### config.mk
export PLATFORM = sky130hd
export DESIGN_NAME = count_accum
export DESIGN_NICKNAME = d
export VERILOG_FILES = /design/src/rtl/count_pkg.sv /design/src/rtl/count_accum.sv
export SDC_FILE = /design/constraint.sdc
export NUM_CORES = 1
export LEC_CHECK = 0
export CAP_MARGIN = 20
export CORE_UTILIZATION = 30
export CTS_BUF_LIST = sky130_fd_sc_hd__clkbuf_4
export DETAILED_ROUTE_END_ITERATION = 10
export DONT_BUFFER_PORTS = 1
export PLACE_DENSITY = 0.48
export SYNTH_ARGS = -nofsm -noshare
export SYNTH_HDL_FRONTEND = slang
export SYNTH_SLANG_ARGS = --single-unit
### constraint.sdc
create_clock -name clk -period 3.25 [get_ports clk]
set_input_delay 0.975 -clock clk [delete_from_list [all_inputs] [get_ports clk]]
set_output_delay 0.975 -clock clk [all_outputs]
set_load 0.01 [all_outputs]
### src/rtl/count_pkg.sv
// Shared definitions for the 32-lane h+/h- counter and its downstream
// count_accum reducer.
package count_pkg;

   localparam int unsigned COUNT_LANES  = 32;
   localparam int unsigned COUNT_LANE_W = 7;

   typedef enum logic [1:0] {
      IDLE,
      ACCUM,
      HOLD
   } count_acc_state_t;

   // Minimum accumulator width able to hold max_beats full-scale lane counts.
   function automatic int unsigned acc_width(input int unsigned max_beats);
      return COUNT_LANE_W + $clog2(max_beats);
   endfunction

endpackage

### src/rtl/count_accum.sv
// count_accum: accumulates per-beat h+/h- counts over a group of up to
// MAX_BEATS beats (closed by in_last or force-closed at MAX_BEATS), then
// presents totals, signed difference and beat count via a held handshake.
// Optional macro COUNT_ACCUM_THRESH_EN adds a thresh input and a fire output.
module count_accum
   import count_pkg::*;
#(
   parameter  int unsigned MAX_BEATS = 16,
   parameter  int unsigned ACC_W     = 11,
   localparam int unsigned BEAT_W    = $clog2(MAX_BEATS + 1)
) (
   input  logic                    clk,
   input  logic                    rst_n,
   input  logic                    in_valid,
   output logic                    in_ready,
   input  logic                    in_last,
   input  logic [COUNT_LANE_W-1:0] h_plus_32,
   input  logic [COUNT_LANE_W-1:0] h_minus_32,
   output logic                    out_valid,
   input  logic                    out_ready,
   output logic [ACC_W-1:0]        sum_plus,
   output logic [ACC_W-1:0]        sum_minus,
   output logic signed [ACC_W:0]   diff,
   output logic [BEAT_W-1:0]       beats,
   output logic                    overrun
`ifdef COUNT_ACCUM_THRESH_EN
   ,
   input  logic signed [ACC_W:0]   thresh,
   output logic                    fire
`endif
);

   if (ACC_W < acc_width(MAX_BEATS)) begin : g_bad_acc_w
      $error("count_accum: ACC_W too small for MAX_BEATS");
   end

   count_acc_state_t       state_q;
   logic [ACC_W-1:0]       acc_p_q, acc_p_d;
   logic [ACC_W-1:0]       acc_m_q, acc_m_d;
   logic [BEAT_W-1:0]      cnt_q, cnt_d;
   logic                   out_valid_q;
   logic [ACC_W-1:0]       sum_plus_q, sum_minus_q;
   logic signed [ACC_W:0]  diff_q, diff_d;
   logic [BEAT_W-1:0]      beats_q;
   logic                   overrun_q;
   logic                   accept, close;

   // Handshake decode and next totals including the beat being accepted.
   always_comb begin
      in_ready = (state_q != HOLD);
      accept   = in_valid && in_ready;
      acc_p_d  = acc_p_q + ACC_W'(h_plus_32);
      acc_m_d  = acc_m_q + ACC_W'(h_minus_32);
      cnt_d    = cnt_q + BEAT_W'(1);
      close    = accept && (in_last || (cnt_d == BEAT_W'(MAX_BEATS)));
      diff_d   = $signed({1'b0, acc_p_d}) - $signed({1'b0, acc_m_d});
   end

   // Group FSM with accumulators and registered result outputs.
   always_ff @(posedge clk or negedge rst_n) begin
      if (!rst_n) begin
         state_q     <= IDLE;
         acc_p_q     <= '0;
         acc_m_q     <= '0;
         cnt_q       <= '0;
         out_valid_q <= 1'b0;
         sum_plus_q  <= '0;
         sum_minus_q <= '0;
         diff_q      <= '0;
         beats_q     <= '0;
         overrun_q   <= 1'b0;
      end else begin
         case (state_q)
            IDLE, ACCUM: begin
               if (accept) begin
                  acc_p_q <= acc_p_d;
                  acc_m_q <= acc_m_d;
                  cnt_q   <= cnt_d;
                  if (close) begin
                     state_q     <= HOLD;
                     out_valid_q <= 1'b1;
                     sum_plus_q  <= acc_p_d;
                     sum_minus_q <= acc_m_d;
                     diff_q      <= diff_d;
                     beats_q     <= cnt_d;
                     overrun_q   <= !in_last;
                  end else begin
                     state_q <= ACCUM;
                  end
               end
            end
            HOLD: begin
               if (out_ready) begin
                  state_q     <= IDLE;
                  out_valid_q <= 1'b0;
                  acc_p_q     <= '0;
                  acc_m_q     <= '0;
                  cnt_q       <= '0;
               end
            end
            default: state_q <= IDLE;
         endcase
      end
   end

`ifdef COUNT_ACCUM_THRESH_EN
   logic fire_q;

   // Threshold compare registered alongside diff on the closing beat.
   always_ff @(posedge clk or negedge rst_n) begin
      if (!rst_n) begin
         fire_q <= 1'b0;
      end else if (close) begin
         fire_q <= (diff_d >= thresh);
      end
   end

   assign fire = fire_q;
`endif

   assign out_valid = out_valid_q;
   assign sum_plus  = sum_plus_q;
   assign sum_minus = sum_minus_q;
   assign diff      = diff_q;
   assign beats     = beats_q;
   assign overrun   = overrun_q;

endmodule

Word-level counts from Yosys, hierarchy flattened
Cells that the tools add are included.
{ "word_totals": {"register_bits": 70, "in_bits": 19, "output_inout_bits": 42, "word_cells": 48} }
{ "op_classes": {"addsub": 4, "eq_ne": 7, "muxes": 16, "n_reduce_logical": 11} }
{ "ops": {"columns": ["op", "n"], "rows": [
  ["11-bit one-hot mux with 2 select lines", 2],
  ["11-bit two-way mux", 3],
  ["11-bit by 7-bit adder with 11-bit output", 2],
  ["11-bit by 11-bit subtractor with 12-bit output", 1],
  ["5-bit two-way mux", 2],
  ["5-bit one-hot mux with 2 select lines", 1],
  ["2-bit != test, second input constant", 4],
  ["2-bit two-way mux", 3],
  ["3-bit AND reduction", 2],
  ["5-bit by 1-bit adder with 5-bit output, second input constant", 1],
  ["5-bit == test, second input constant", 1],
  ["2-bit one-hot mux with 2 select lines", 1],
  ["4-bit AND reduction", 1],
  ["1-bit two-way mux", 3],
  ["2-bit by 1-bit == test with 1-bit output, second input constant", 1],
  ["2-bit == test, second input constant", 1],
  ["1-bit logical AND", 2],
  ["2-bit zero test", 1],
  ["1-bit one-hot mux with 2 select lines", 1],
  ["2-bit AND reduction", 1],
  ["2-bit nonzero test", 1],
  ["2-bit OR reduction", 1],
  ["1-bit zero test", 1],
  ["1-bit logical OR", 1]
]} }

Logic depth before layout (Yosys ltp)
{ "logic_depth": {"word_depth": 7, "mapped_depth": 18, "mapped_depth_nobuf": 18} }

Worst setup path before layout
No wires, ideal clock.
{ "synth_path": {"path_kind": "in2reg", "from": "input port h_plus_32[0]", "to": "register diff_q[11] (netlist: diff[11])", "setup_time_ps": 64, "arrival_ps": 3730, "required_time_ps": 3186, "slack_ps": -544, "stages": 15, "path_buffers": 0, "path_cell_list": "ha_1 -> fa_1 -> a21oi_2 -> and2b_1 -> nor2_1 -> xnor2_1 -> ha_1 -> o21a_1 -> o21ai_0 -> a32oi_1 -> a21oi_1 -> maj3_2 -> nand2_1 -> a311oi_1 -> a21o_1"} }
{ "synth_via": {"elab_chain_cells": 2} }
{ "synth_rtl": {"columns": ["item", "line", "text"], "rows": [
  ["from (decl)", "count_accum.sv:17", "input logic [COUNT_LANE_W-1:0] h_plus_32,"],
  ["11-bit by 7-bit adder with 11-bit output", "count_accum.sv:52", "acc_p_d = acc_p_q + ACC_W'(h_plus_32);"],
  ["net acc_p_d[4]", "count_accum.sv:38", "logic [ACC_W-1:0] acc_p_q, acc_p_d;"],
  ["11-bit by 11-bit subtractor with 12-bit output", "count_accum.sv:56", "diff_d = $signed({1'b0, acc_p_d}) - $signed({1'b0, acc_m_d});"],
  ["to (signal assigned)", "count_accum.sv:84", "diff_q <= diff_d;"],
  ["to (decl)", "count_accum.sv:43", "logic signed [ACC_W:0] diff_q, diff_d;"]
]} }
The timed path passes the listed nets, and every way through them passes these cells.
A chain may end at the register's enable or synchronous reset.

Final worst setup path
Ends and elaborated chain as after synthesis.

==> flow_metrics.env <==
export IMPL_ir_worst_vdd_v=0.000568
export IMPL_gp_congestion=0.761
export IMPL_layout_drive_gt1_share=0.243
export IMPL_drt_antenna_violating_nets=0
export IMPL_clk_latency_ps=460
export IMPL_power_leakage_nw=2.32
export IMPL_cts_sinks=70
export IMPL_antenna_cells=0
export IMPL_clkTransAtPathRegs_ps=120
export IMPL_dieArea_um2=13400
export IMPL_clockRootBuffer="clkbuf_4"
export IMPL_cp_arrival_ps=3640
export IMPL_drt_first_pass_iters=4
export IMPL_fin_skew_ps=19.9
export IMPL_power_mw=6.17
export IMPL_critPathCaptureType="register"
export IMPL_crit_start="h_plus_32[0]"
export IMPL_postLayoutCellArea_um2=4850
export IMPL_syn_inst=413
export IMPL_io_buffers=0
export IMPL_area_growth_pct=24.9
export IMPL_h_tree_depth=3
export IMPL_syn_area_um2=3880
export IMPL_ys_ff_latch=70
export IMPL_crit_required_ps=3660
export IMPL_route_detailed_drc=0
export IMPL_grt_setup_unrepaired="yes"
export IMPL_pwr_density_cell_nw_per_um2=1270
export IMPL_synth_cell_type_count=53
export IMPL_n_fill_cell=1327
export IMPL_yosysTopAreaCell="dfrtp_1"
export IMPL_hold_class="in -> async"
export IMPL_num_vias=3121
export IMPL_wl_per_cell_um=14.4
export IMPL_final_common_cell="nand2_1"
export IMPL_cp_start_kind="input pin"
export IMPL_core_area_um2=12600
export IMPL_fin_crit_sh=0.992
export IMPL_first_global_vias=3119
export IMPL_synth_warnings=0
export IMPL_grt_use_total=0.158
export IMPL_via_per_inst=4.75
export IMPL_fin_tns_setup_ps=0
export IMPL_die_width_um=116
export IMPL_grt_pass1_wl_mm=15.9
export IMPL_grt_ovfl_total=0
export IMPL_avgSynthCellArea_um2=9.41
export IMPL_antenna_found_initial=0
export IMPL_fmax_ghz=0.310
export IMPL_synthArstFlopShare=1.00
export IMPL_cts_made_buffers=9
export IMPL_max_slew_margin_rel=0.557
export IMPL_yosysSeqAreaShare=0.451
export IMPL_drt_iter0_drc=150
export IMPL_final_cell_mix="89 x nand2_1, 73 x buf_4, 70 x dfrtp_1"
export IMPL_row_count=41
export IMPL_placed_cell_area_um2=4510
export IMPL_synth_edff_count=0
export IMPL_fin_nets=527
export IMPL_multi_input_area_um2=2100
export IMPL_status="completed"
export IMPL_grt_max_degree=71
export IMPL_path_class="in -> reg"
export IMPL_initial_utilization=0.308
export IMPL_cap_violations=0
export IMPL_synth_nets=460
export IMPL_worst_pin_slew_ps=664
export IMPL_synthTopCellsByArea="dfrtp_1 45%, nand2_1 8.6%, ha_1 8.1%"
export IMPL_dieHeight_um=116
export IMPL_io_pins=61
export IMPL_drt_total_wl_mm=9.47
export IMPL_cts_path_max_buffers=2
export IMPL_cts_tree="done"
export IMPL_synth_ff_type="dfrtp_1"
export IMPL_dp_hpwl_mm=6.94
export IMPL_finalHoldViolCount=0
export IMPL_synth_top_area_frac=0.451
export IMPL_r2r_start="acc_p_q[0]"
export IMPL_layout_area_seq_um2=1750
export IMPL_min_period_ps=3220
export IMPL_cp_max_fo=3
export IMPL_setup_violations=0
export IMPL_finalMaxSlewViolations=0
kinds of logic (layout without fill, tap and decap cells):
kind of cell	after synthesis	count (layout)	synth area share
flops	70	70	0.451
compound gates	114	114	0.183
mux	3	3	0.00805
fa+ha+maj	29	29	0.0989
xor+xnor	27	27	0.0667
simple gates	139	139	0.162
buf+inv	31	103	0.0300
layout make-up:
class / instances / area share
sequential: 70 / 0.361
tap: 172 / 0.0444
clock inverter: 6 / 0.0227
inverter: 14 / 0.0108
multi-input combinational: 312 / 0.433
clock buffer: 10 / 0.0155
timing repair buffer: 73 / 0.113
per-stage QoR:
stage / hold WS [ps] / utilization / std cells / setup slack (ps)
after floorplan: 432 / - / 413 / -395
after global placement: 451 / 0.358 / 626 / -474
after detailed placement: 458 / 0.358 / 626 / -537
after CTS: 147 / 0.380 / 655 / -13.4
after global routing: 129 / 0.384 / 657 / -151
final: 191 / 0.384 / 657 / 27.1
critical path, stage by stage:
cell and delay (ps):
ha_4 140, fa_2 350, a21oi_2 160, and2b_1 200, nor2_2 120, xnor2_2 140, ha_2 300, o21a_1 180
o21ai_2 110, a32oi_2 80, a21oi_2 170, maj3_2 250, o21ai_1 70, a311oi_1 280, a21o_1 110
state kept, by name, summed over array words and instances, names as in the netlist, 2 cells and up:
register and count:
state_q 2, acc_m_q 11, acc_p_q 11, sum_minus 11, sum_plus 11, cnt_q 5, beats 5, diff 12
routing by layer:
layer,track usage,part of all wire
met3,0.0502,0.057
met5,0,0
met1,0.196,0.45
met4,0.0667,0.018
met2,0.251,0.48
cells in the mapped netlist, types with 2 or more instances:
library cell and count:
xor2_1 13, clkbuf_1 17, nor2_1 12, fa_1 3, xnor2_1 11, nor2b_1 7
o21ai_1 3, nand2b_1 4, a21o_1 8, nand2_1 89, nor3_1 2, inv_1 14
o21ai_0 52, mux2i_1 2, dfrtp_1 70, o211ai_1 4, a22o_1 8, o31ai_1 5
o211ai_2 2, nand3b_1 2, a21oi_1 16, o21a_1 3, ha_1 25, nand4_1 2
xnor2_2 2, nand3_1 8, nand4b_1 2, nor4_1 2
path summary, 6_finish.rpt:
check / end / slack, ps / depth (start not counted)
hold reg to reg: state_q[0] / 470 / 1
setup reg to reg: diff[11] / 80 / 15
setup / recovery: diff[11] / 30 / 15
hold / removal: sum_plus[9] / 190 / 0
min in group clk: state_q[0] / 470 / 1
max in group asynchronous: diff[5] / 2930 / 0
repair_timing:
action,in CTS,in global routing
hold buffers,0,0
pin swaps,1,6
gates resized for setup,1,8
endpoints found under the setup margin,2,4
setup buffers,13,2
hold endpoints to repair,0,0
where the power goes:
| group | internal [mW] | total, mW | switching (mW) |
|---|---|---|---|
| sequential | 1.21 | 1.59 | 0.380 |
| combinational | 2.06 | 3.84 | 1.78 |
| clock | 0.396 | 0.734 | 0.338 |
| total | 3.67 | 6.17 | 2.50 |
No activity file was read; power rests on OpenSTA's default activity.
